--- src/rtl/e203_nice_csr_bridge_pkg.sv ---
// rtl/e203_nice_csr_bridge_pkg.sv - shared constants, state encoding and window helper for the NICE CSR bridge
package e203_nice_csr_bridge_pkg;

   // Default extended-CSR window forwarded downstream (inclusive bounds)
   localparam logic [11:0] E203_NICE_CSR_ADDR_LO = 12'hBC0;
   localparam logic [11:0] E203_NICE_CSR_ADDR_HI = 12'hBFF;

   // Bridge FSM encoding
   typedef enum logic [1:0] {
      ST_IDLE = 2'd0,
      ST_REQ  = 2'd1,
      ST_RSP  = 2'd2
   } state_e;

   // True when addr lies inside [lo, hi]
   function automatic logic addr_in_window(input logic [11:0] addr,
                                           input logic [11:0] lo,
                                           input logic [11:0] hi);
      return (addr >= lo) && (addr <= hi);
   endfunction

endpackage

--- src/rtl/e203_nice_csr_tmo_cnt.sv ---
// rtl/e203_nice_csr_tmo_cnt.sv - downstream-ready wait counter, used only when E203_NICE_CSR_TMO_EN is defined
module e203_nice_csr_tmo_cnt #(
   parameter int unsigned TMO_CYCLES = 255
) (
   input  logic clk,
   input  logic rst_n,
   input  logic clear,
   input  logic enable,
   output logic expired
);

   localparam int unsigned CW = $clog2(TMO_CYCLES + 1);

   logic [CW-1:0] cnt_q;
   logic [CW-1:0] cnt_d;

   // Count stalled cycles; held at zero while clear is asserted
   always_comb begin
      cnt_d = cnt_q;
      if (clear) begin
         cnt_d = '0;
      end else if (enable) begin
         cnt_d = cnt_q + CW'(1);
      end
   end

   // Counter register
   always_ff @(posedge clk or negedge rst_n) begin
      if (!rst_n) begin
         cnt_q <= '0;
      end else begin
         cnt_q <= cnt_d;
      end
   end

   // The stalled cycle that brings the count to TMO_CYCLES is the last one allowed
   assign expired = enable && (cnt_q == CW'(TMO_CYCLES - 1));

endmodule

--- src/rtl/e203_nice_csr_bridge.sv ---
// rtl/e203_nice_csr_bridge.sv - CSR request bridge onto the NICE extended-CSR handshake; timeout under E203_NICE_CSR_TMO_EN
module e203_nice_csr_bridge
   import e203_nice_csr_bridge_pkg::*;
#(
   parameter logic [11:0] ADDR_LO    = E203_NICE_CSR_ADDR_LO,
   parameter logic [11:0] ADDR_HI    = E203_NICE_CSR_ADDR_HI,
   parameter int unsigned TMO_CYCLES = 255
) (
   input  logic        clk,
   input  logic        rst_n,
   input  logic        csr_req_valid,
   output logic        csr_req_ready,
   input  logic [11:0] csr_req_addr,
   input  logic        csr_req_wr,
   input  logic [31:0] csr_req_wdata,
   output logic        csr_rsp_valid,
   input  logic        csr_rsp_ready,
   output logic [31:0] csr_rsp_rdata,
   output logic        csr_rsp_err,
   output logic        nice_csr_valid,
   input  logic        nice_csr_ready,
   output logic [31:0] nice_csr_addr,
   output logic        nice_csr_wr,
   output logic [31:0] nice_csr_wdata,
   input  logic [31:0] nice_csr_rdata
);

   state_e      state_q, state_d;
   logic [11:0] addr_q, addr_d;
   logic        wr_q, wr_d;
   logic [31:0] wdata_q, wdata_d;
   logic [31:0] rdata_q, rdata_d;
   logic        err_q, err_d;
   logic        tmo_expired;

`ifdef E203_NICE_CSR_TMO_EN
   e203_nice_csr_tmo_cnt #(
      .TMO_CYCLES (TMO_CYCLES)
   ) u_tmo_cnt (
      .clk     (clk),
      .rst_n   (rst_n),
      .clear   (state_q != ST_REQ),
      .enable  ((state_q == ST_REQ) && !nice_csr_ready),
      .expired (tmo_expired)
   );
`else
   // No counter: REQ waits for ready forever (zero for any legal TMO_CYCLES)
   assign tmo_expired = (TMO_CYCLES == 0);
`endif

   // Next-state and captured request/response fields
   always_comb begin
      state_d = state_q;
      addr_d  = addr_q;
      wr_d    = wr_q;
      wdata_d = wdata_q;
      rdata_d = rdata_q;
      err_d   = err_q;
      case (state_q)
         ST_IDLE: begin
            if (csr_req_valid) begin
               addr_d  = csr_req_addr;
               wr_d    = csr_req_wr;
               wdata_d = csr_req_wdata;
               if (addr_in_window(csr_req_addr, ADDR_LO, ADDR_HI)) begin
                  state_d = ST_REQ;
               end else begin
                  rdata_d = '0;
                  err_d   = 1'b1;
                  state_d = ST_RSP;
               end
            end
         end
         ST_REQ: begin
            // Ready takes priority over a coinciding timeout
            if (nice_csr_ready) begin
               rdata_d = wr_q ? 32'h0 : nice_csr_rdata;
               err_d   = 1'b0;
               state_d = ST_RSP;
            end else if (tmo_expired) begin
               rdata_d = '0;
               err_d   = 1'b1;
               state_d = ST_RSP;
            end
         end
         ST_RSP: begin
            if (csr_rsp_ready) begin
               state_d = ST_IDLE;
            end
         end
         default: state_d = ST_IDLE;
      endcase
   end

   // State and datapath registers
   always_ff @(posedge clk or negedge rst_n) begin
      if (!rst_n) begin
         state_q <= ST_IDLE;
         addr_q  <= '0;
         wr_q    <= 1'b0;
         wdata_q <= '0;
         rdata_q <= '0;
         err_q   <= 1'b0;
      end else begin
         state_q <= state_d;
         addr_q  <= addr_d;
         wr_q    <= wr_d;
         wdata_q <= wdata_d;
         rdata_q <= rdata_d;
         err_q   <= err_d;
      end
   end

   assign csr_req_ready  = (state_q == ST_IDLE);
   assign nice_csr_valid = (state_q == ST_REQ);
   assign csr_rsp_valid  = (state_q == ST_RSP);
   assign csr_rsp_rdata  = rdata_q;
   assign csr_rsp_err    = err_q;
   assign nice_csr_addr  = {20'b0, addr_q};
   assign nice_csr_wr    = wr_q;
   assign nice_csr_wdata = wdata_q;

endmodule

--- config.mk ---
export PLATFORM = sky130hd
export DESIGN_NAME = e203_nice_csr_bridge
export DESIGN_NICKNAME = d
export VERILOG_FILES = /design/src/rtl/e203_nice_csr_bridge_pkg.sv /design/src/rtl/e203_nice_csr_tmo_cnt.sv /design/src/rtl/e203_nice_csr_bridge.sv
export SDC_FILE = /design/constraint.sdc
export NUM_CORES = 1
export LEC_CHECK = 0
export ABC_AREA = 0
export BUFFER_PORTS_ARGS = -buffer_cell sky130_fd_sc_hd__buf_4
export CAP_MARGIN = 20
export CORE_ASPECT_RATIO = 2
export CORE_UTILIZATION = 35
export DETAILED_ROUTE_END_ITERATION = 16
export PLACE_DENSITY_LB_ADDON = 0.25
export SLEW_MARGIN = 20
export SYNTH_ARGS = -nofsm -noshare
export SYNTH_HDL_FRONTEND = slang
export SYNTH_HIERARCHICAL = 1
export SYNTH_SLANG_ARGS = --single-unit
--- constraint.sdc ---
create_clock -name clk -period 3.3 [get_ports clk]
set_input_delay 0 -clock clk [delete_from_list [all_inputs] [get_ports clk]]
set_output_delay 0 -clock clk [all_outputs]
set_load 0.05 [all_outputs]
==> results.yml, run 1 <==
status:
  status: "finished clean"
setup_path:
  rr_startpoint: "state_q[0]"
  crit_fanout: 26
  crit_type: "flip-flop to flip-flop"
  startpoint_type: "flip-flop"
  cp.arrival_ns: 2.26
  endpoint_kind: "flip-flop"
  critical_path_required_ns: 3.51
  r2r_slack_ns: 1.25
  r2r_cells: 4
  rr_endpoint: "nice_csr_wdata[23]"
placed_design:
  place_hpwl_um: 5930
  gp_congestion: 0.729
  port-buffer-count: 162
  dp_slack_ns: 1.26
  placed_cell_area_sq_mm: 0.00470
  numPlacedInstances: 554
power_and_ir_drop:
  p_total_mw: 3.40
  p_clk_frac: 0.294
  power_density_mw_per_mm2: 586
  p_leak_nw: 2.78
  p_sw_frac: 0.356
  p_seq_frac: 0.352
  p_int_mw: 2.19
  netSwitchingPower_mw: 1.21
  combPwrFrac: 0.354
  vdd_ir_drop_max_uv: 436
logic_synthesis:
  yosys_warnings: 6
  yosysSeqAreaShare: 0.567
  synthFlopType: "dfrtp_1"
  syn_inst: 273
  synth_top_area_cell: "dfrtp_1"
  synthMostInstantiatedCell: "dfrtp_1"
  ys_types: 25
  synth_common_cells: "80 x dfrtp_1, 33 x inv_1, 33 x mux2i_1"
  synth_edf_count: 0
  synth_area_per_cell_sq_um: 12.9
  synth-seq-cells: 80
  synth_area_sq_mm: 0.00353
  yosys-top-cells-area: "dfrtp_1 57%, mux2_2 9.9%, mux2i_1 9.4%"
  post-synth-top-area-fraction: 0.567
  async_reset_ff_frac: 1.00
die:
  dieWidth_um: 73.0
  io_pins: 183
  dieArea_sq_mm: 0.0105
  initial_utilization: 0.362
  num_rows: 51
  core_sq_mm: 0.00976
  die_y_um: 144
timing:
  setup_ws_ns: 1.25
  hold_viol_final: 0
  slew_viol_final: 0
  tns_ns: 0
  timing.fmax_mhz: 488
  finalCritPeriodShare: 0.621
  setup_viol: 0
  worst_hold_slack_ns: 0.0569
  worstMarginPinSlew_ns: 1.04
  finalClockSkew_ns: 0.00589
  min_period_ns: 2.05
  rsz0062_at_grt: "no"
  maxSlewHeadroom: 0.309
cells_and_area:
  seq_area_sq_mm: 0.00200
  fillers: 794
  antennaDiodeCount: 0
  drive_gt1_frac: 0.434
  design_area_sq_mm: 0.00580
  fin_cells: 650
  final_util: 0.594
  syn2layout_area_growth_pct: 64.4
  fin_nets: 595
  multi_input_area_sq_mm: 0.00118
route:
  vias: 2801
  ant_nets: 0
  drt_iter0_drc: 71
  routed_wl_um: 9090
  viasPerCell: 4.31
  wl_per_cell_um: 14.0
  first_pass_iters: 4
  drc: 0
cts:
  clkTransAtPathRegs_ns: 0.06
  cts_max_level: 3
  cts_tree: "yes"
  cts_hold_buf: 80
  cts_sinks: 80
  numCtsBuffers: 9
  cts_resized: 0
  max-clock-path-buffers: 2
  post-cts-setup-buffers: 0
  clk-insertion-delay-late_ns: 0.33
  root_buffer: "clkbuf_16"
worst_hold_path:
  hp-class: "input port to flip-flop"
  min-delay-start: "csr_req_valid"
  hold-path-endpoint: "state_q[0]"
  whs_path_depth: 3
grt:
  grt_max_degree: 81
  grt_pass1_vias: 2881
  track_usage: 0.181
  antenna_found_initial: 0
  gr-total-overflow: 0
  grt_pass1_wl_um: 13900
flow_run:
  cap_violations: 0
state kept, by name, summed over array words and instances, names as in the netlist:
name	count
csr_rsp_rdata	32
nice_csr_wdata	32
addr_q	12
state_q	2
csr_rsp_err	1
nice_csr_wr	1
worst max-delay path, cell delays in order (launching register included):
cell     delay [ns]
dfrtp_1        0.45
nor2_1         0.15
and2_2         0.46
buf_4          0.45
mux2_2         0.40
how the worst max path moves through the flow:
| stage | startpoint | to | slack [ns] |
|---|---|---|---|
| 2_1_floorplan | state_q[0] | nice_csr_wdata[10] | 1.17 |
| 3_3_place_gp | state_q[0] | nice_csr_wdata[20] | 1.30 |
| 3_5_place_dp | state_q[0] | nice_csr_wdata[23] | 1.26 |
| 4_1_cts | state_q[0] | nice_csr_wdata[15] | 1.27 |
| 5_1_grt | state_q[0] | nice_csr_wdata[23] | 1.11 |
| 6_report | state_q[0] | nice_csr_wdata[23] | 1.25 |
layout by cell type, fill, tap and decap left out, types with 2 or more instances in the layout:
cell             n
buf_4          163
dfrtp_1         80
dlygate4sd3_1   80
inv_1           33
mux2i_1         33
nand2_1         32
mux2_2          31
conb_1          20
mux2_4          10
clkbuf_16        9
mux2_1           4
a21oi_1          3
clkbuf_1         2
clkbuf_8         2
clkinv_2         2
power by group through the flow:
stage | Combinational, mW | Sequential [mW] | Clock [mW]
floorplan | 0.325 | 1.67 | 0
global placement | 1.12 | 1.21 | 0
detailed placement | 1.13 | 1.21 | 0
CTS | 1.20 | 1.20 | 1.03
global route | 1.25 | 1.21 | 1.07
finish | 1.20 | 1.20 | 1.00
per-layer routing:
metal / share of wire / GRT usage
met5: 0 / 0
met4: 0.036 / 0.0991
met3: 0.055 / 0.0551
met2: 0.56 / 0.323
met1: 0.34 / 0.182
final cells by class:
class	count	share of cell area
Clock buffer	13	0.0448
Clock inverter	3	0.00690
Inverter	33	0.0213
Multi-Input combinational cell	145	0.203
Sequential cell	80	0.345
Tap cell	132	0.0285
Timing Repair Buffer	244	0.351
cell families after synthesis:
| logic type | Yosys count | share of synthesized area |
|---|---|---|
| flip-flops | 80 | 0.567 |
| multiplexers | 78 | 0.248 |
| buffers and inverters | 67 | 0.121 |
| AND/OR/NAND/NOR | 42 | 0.0542 |
| AO/OA/AOI/OAI | 5 | 0.00851 |
| other | 1 | 0.00106 |
Power figures use the tool's default switching activity.
==> inputs of run 2 (changes only) <==
clock period = 2.13 ns   (was 3.3 ns; I/O delays follow)
==> run 2 against run 1 <==
First-iteration DRC count increased by 1.4%. Final area increased by 0.91%. Maximum frequency increased by 21%. Sequential power increased by 54%. Worst hold slack improved by 0.029 ns. Largest power group is now combinational logic. Cell count increased by 0.46%. Utilization increased by 0.54 points.
==> results.yml, run 2 (synthesis results as in run 1) <==
status:
  status: "finished clean"
power_and_ir_drop:
  power_density_mw_per_mm2: 890
  combPwrFrac: 0.361
  p_clk_frac: 0.284
  p_seq_frac: 0.355
  p_leak_nw: 2.80
  p_sw_frac: 0.363
  vdd_ir_drop_max_uv: 646
  p_int_mw: 3.32
  netSwitchingPower_mw: 1.89
route:
  drt_iter0_drc: 72
  vias: 2827
  viasPerCell: 4.33
  wl_per_cell_um: 14.3
  drc: 0
  first_pass_iters: 4
  routed_wl_um: 9370
  ant_nets: 0
setup_path:
  cp_top_family: "simple AND/OR/NAND/NOR gates"
  cp.arrival_ns: 1.92
  rr_startpoint: "state_q[0]"
  critical_path_required_ns: 2.35
  startpoint_type: "flip-flop"
  cp_cell_sequence: "nor2_2, and2_2, buf_12, mux2_2"
  endpoint_kind: "flip-flop"
  r2r_cells: 4
  crit_fanout: 27
  crit_slowest_cell: "dfrtp_1"
  max_stage_delay_ns: 0.46
  crit_type: "flip-flop to flip-flop"
  cp_num_buf_inv: 1
  r2r_slack_ns: 0.43
  rr_endpoint: "nice_csr_wdata[22]"
grt:
  grt_pass1_vias: 3010
  grt_max_degree: 42
  antenna_found_initial: 0
  track_usage: 0.184
  gr-total-overflow: 0
  grt_pass1_wl_um: 14400
timing:
  setup_viol: 0
  setup_ws_ns: 0.430
  worstMarginPinSlew_ns: 0.529
  maxSlewHeadroom: 0.647
  timing.fmax_mhz: 588
  slew_viol_final: 0
  rsz0062_at_grt: "no"
  finalClockSkew_ns: 0.00393
  min_period_ns: 1.70
  tns_ns: 0
  finalCritPeriodShare: 0.798
  hold_viol_final: 0
cells_and_area:
  antennaDiodeCount: 0
  drive_gt1_frac: 0.443
  fin_nets: 598
  final_cell_mix: "164 x buf_4, 80 x dfrtp_1, 80 x dlygate4sd3_1"
  final_common_cell: "buf_4"
  syn2layout_area_growth_pct: 65.9
die:
  initial_utilization: 0.362
  dieWidth_um: 73.0
  die_y_um: 144
  core_sq_mm: 0.00976
  dieArea_sq_mm: 0.0105
  num_rows: 51
  io_pins: 183
worst_hold_path:
  min-delay-start: "csr_req_valid"
  whs_path_depth: 3
  hold-path-endpoint: "state_q[0]"
  hp-class: "input port to flip-flop"
cts:
  cts_tree: "yes"
  numCtsBuffers: 9
  root_buffer: "clkbuf_16"
  post-cts-setup-buffers: 0
  clk-insertion-delay-late_ns: 0.33
  cts_max_level: 3
  max-clock-path-buffers: 2
  clkTransAtPathRegs_ns: 0.06
  cts_sinks: 80
flow_run:
  cap_violations: 0
placed_design:
  port-buffer-count: 162
  dp_slack_ns: 0.420
  place_hpwl_um: 6300
  gp_congestion: 0.745
## run 2: changes by cell type in the layout (fill, tap and decap cells not counted), sizes merged
cell / previous run / this run
clkinvlp: 0 / 3
buf: 164 / 167
clkbuf: 13 / 12
clkinv: 2 / 1
bufinv: 1 / 0
## run 2: tightest hold or removal path, stage by stage
cell and delay (ns):
buf_4 0.12, or3b_2 0.19, a21oi_1 0.06
## run 2: what timing repair did
action | CTS | global route
hold buffers | 80 | 0
resized for setup | 0 | 0
endpoints found under the setup margin | 0 | 0
endpoints found under the hold margin | 118 | 0
## run 2: area by class of cell
type / count / area [sq um]
clock buffers: 12 / 267
repair buffers: 247 / 2090
well taps: 132 / 165
flip-flops and latches: 80 / 2000
fillers: 797 / 3910
clock inverters: 4 / 27.5
multi-input cells: 145 / 1180
inverters: 33 / 124
## run 2: power by group through the flow
stage	sequential, mW	combinational (mW)	clock (mW)
floorplan	2.59	0.505	0
global placement	1.87	1.75	0
detailed placement	1.88	1.77	0
CTS	1.85	1.89	1.52
global route	1.88	1.95	1.56
finish	1.85	1.88	1.48
## run 2: metal layers
metal / track usage / vias to the layer above / share of wire / routed length, um
met5: 0 / - / 0 / 0
met4: 0.135 / 0 / 0.061 / 574
met3: 0.0328 / 38 / 0.046 / 433
met2: 0.327 / 135 / 0.55 / 5120
met1: 0.186 / 1336 / 0.35 / 3240
li1: - / 1318 / - / -
## run 2: worst max-delay path by stage
stage / depth (start not counted) / end / start
6_report: 4 / nice_csr_wdata[22] / state_q[0]
5_1_grt: 4 / nice_csr_wdata[22] / state_q[0]
4_1_cts: 4 / nice_csr_wdata[22] / state_q[0]
3_5_place_dp: 4 / nice_csr_wdata[28] / state_q[0]
3_3_place_gp: 4 / nice_csr_wdata[28] / state_q[0]
2_1_floorplan: 6 / nice_csr_wdata[10] / state_q[0]
## run 2: through the flow
stage | power [mW] | hold WS, ns | utilization | cells | instance area [sq um]
final | 5.21 | 0.0863 | 0.600 | 653 | 5860
after global routing | 5.39 | 0.0966 | 0.600 | 653 | 5860
after floorplan | 3.10 | -0.296 | - | 292 | 3600
after detailed placement | 3.64 | 0.0260 | 0.488 | 557 | 4760
after global placement | 3.62 | 0.0162 | 0.488 | 557 | 4760
after CTS | 5.27 | 0.0728 | 0.600 | 653 | 5860
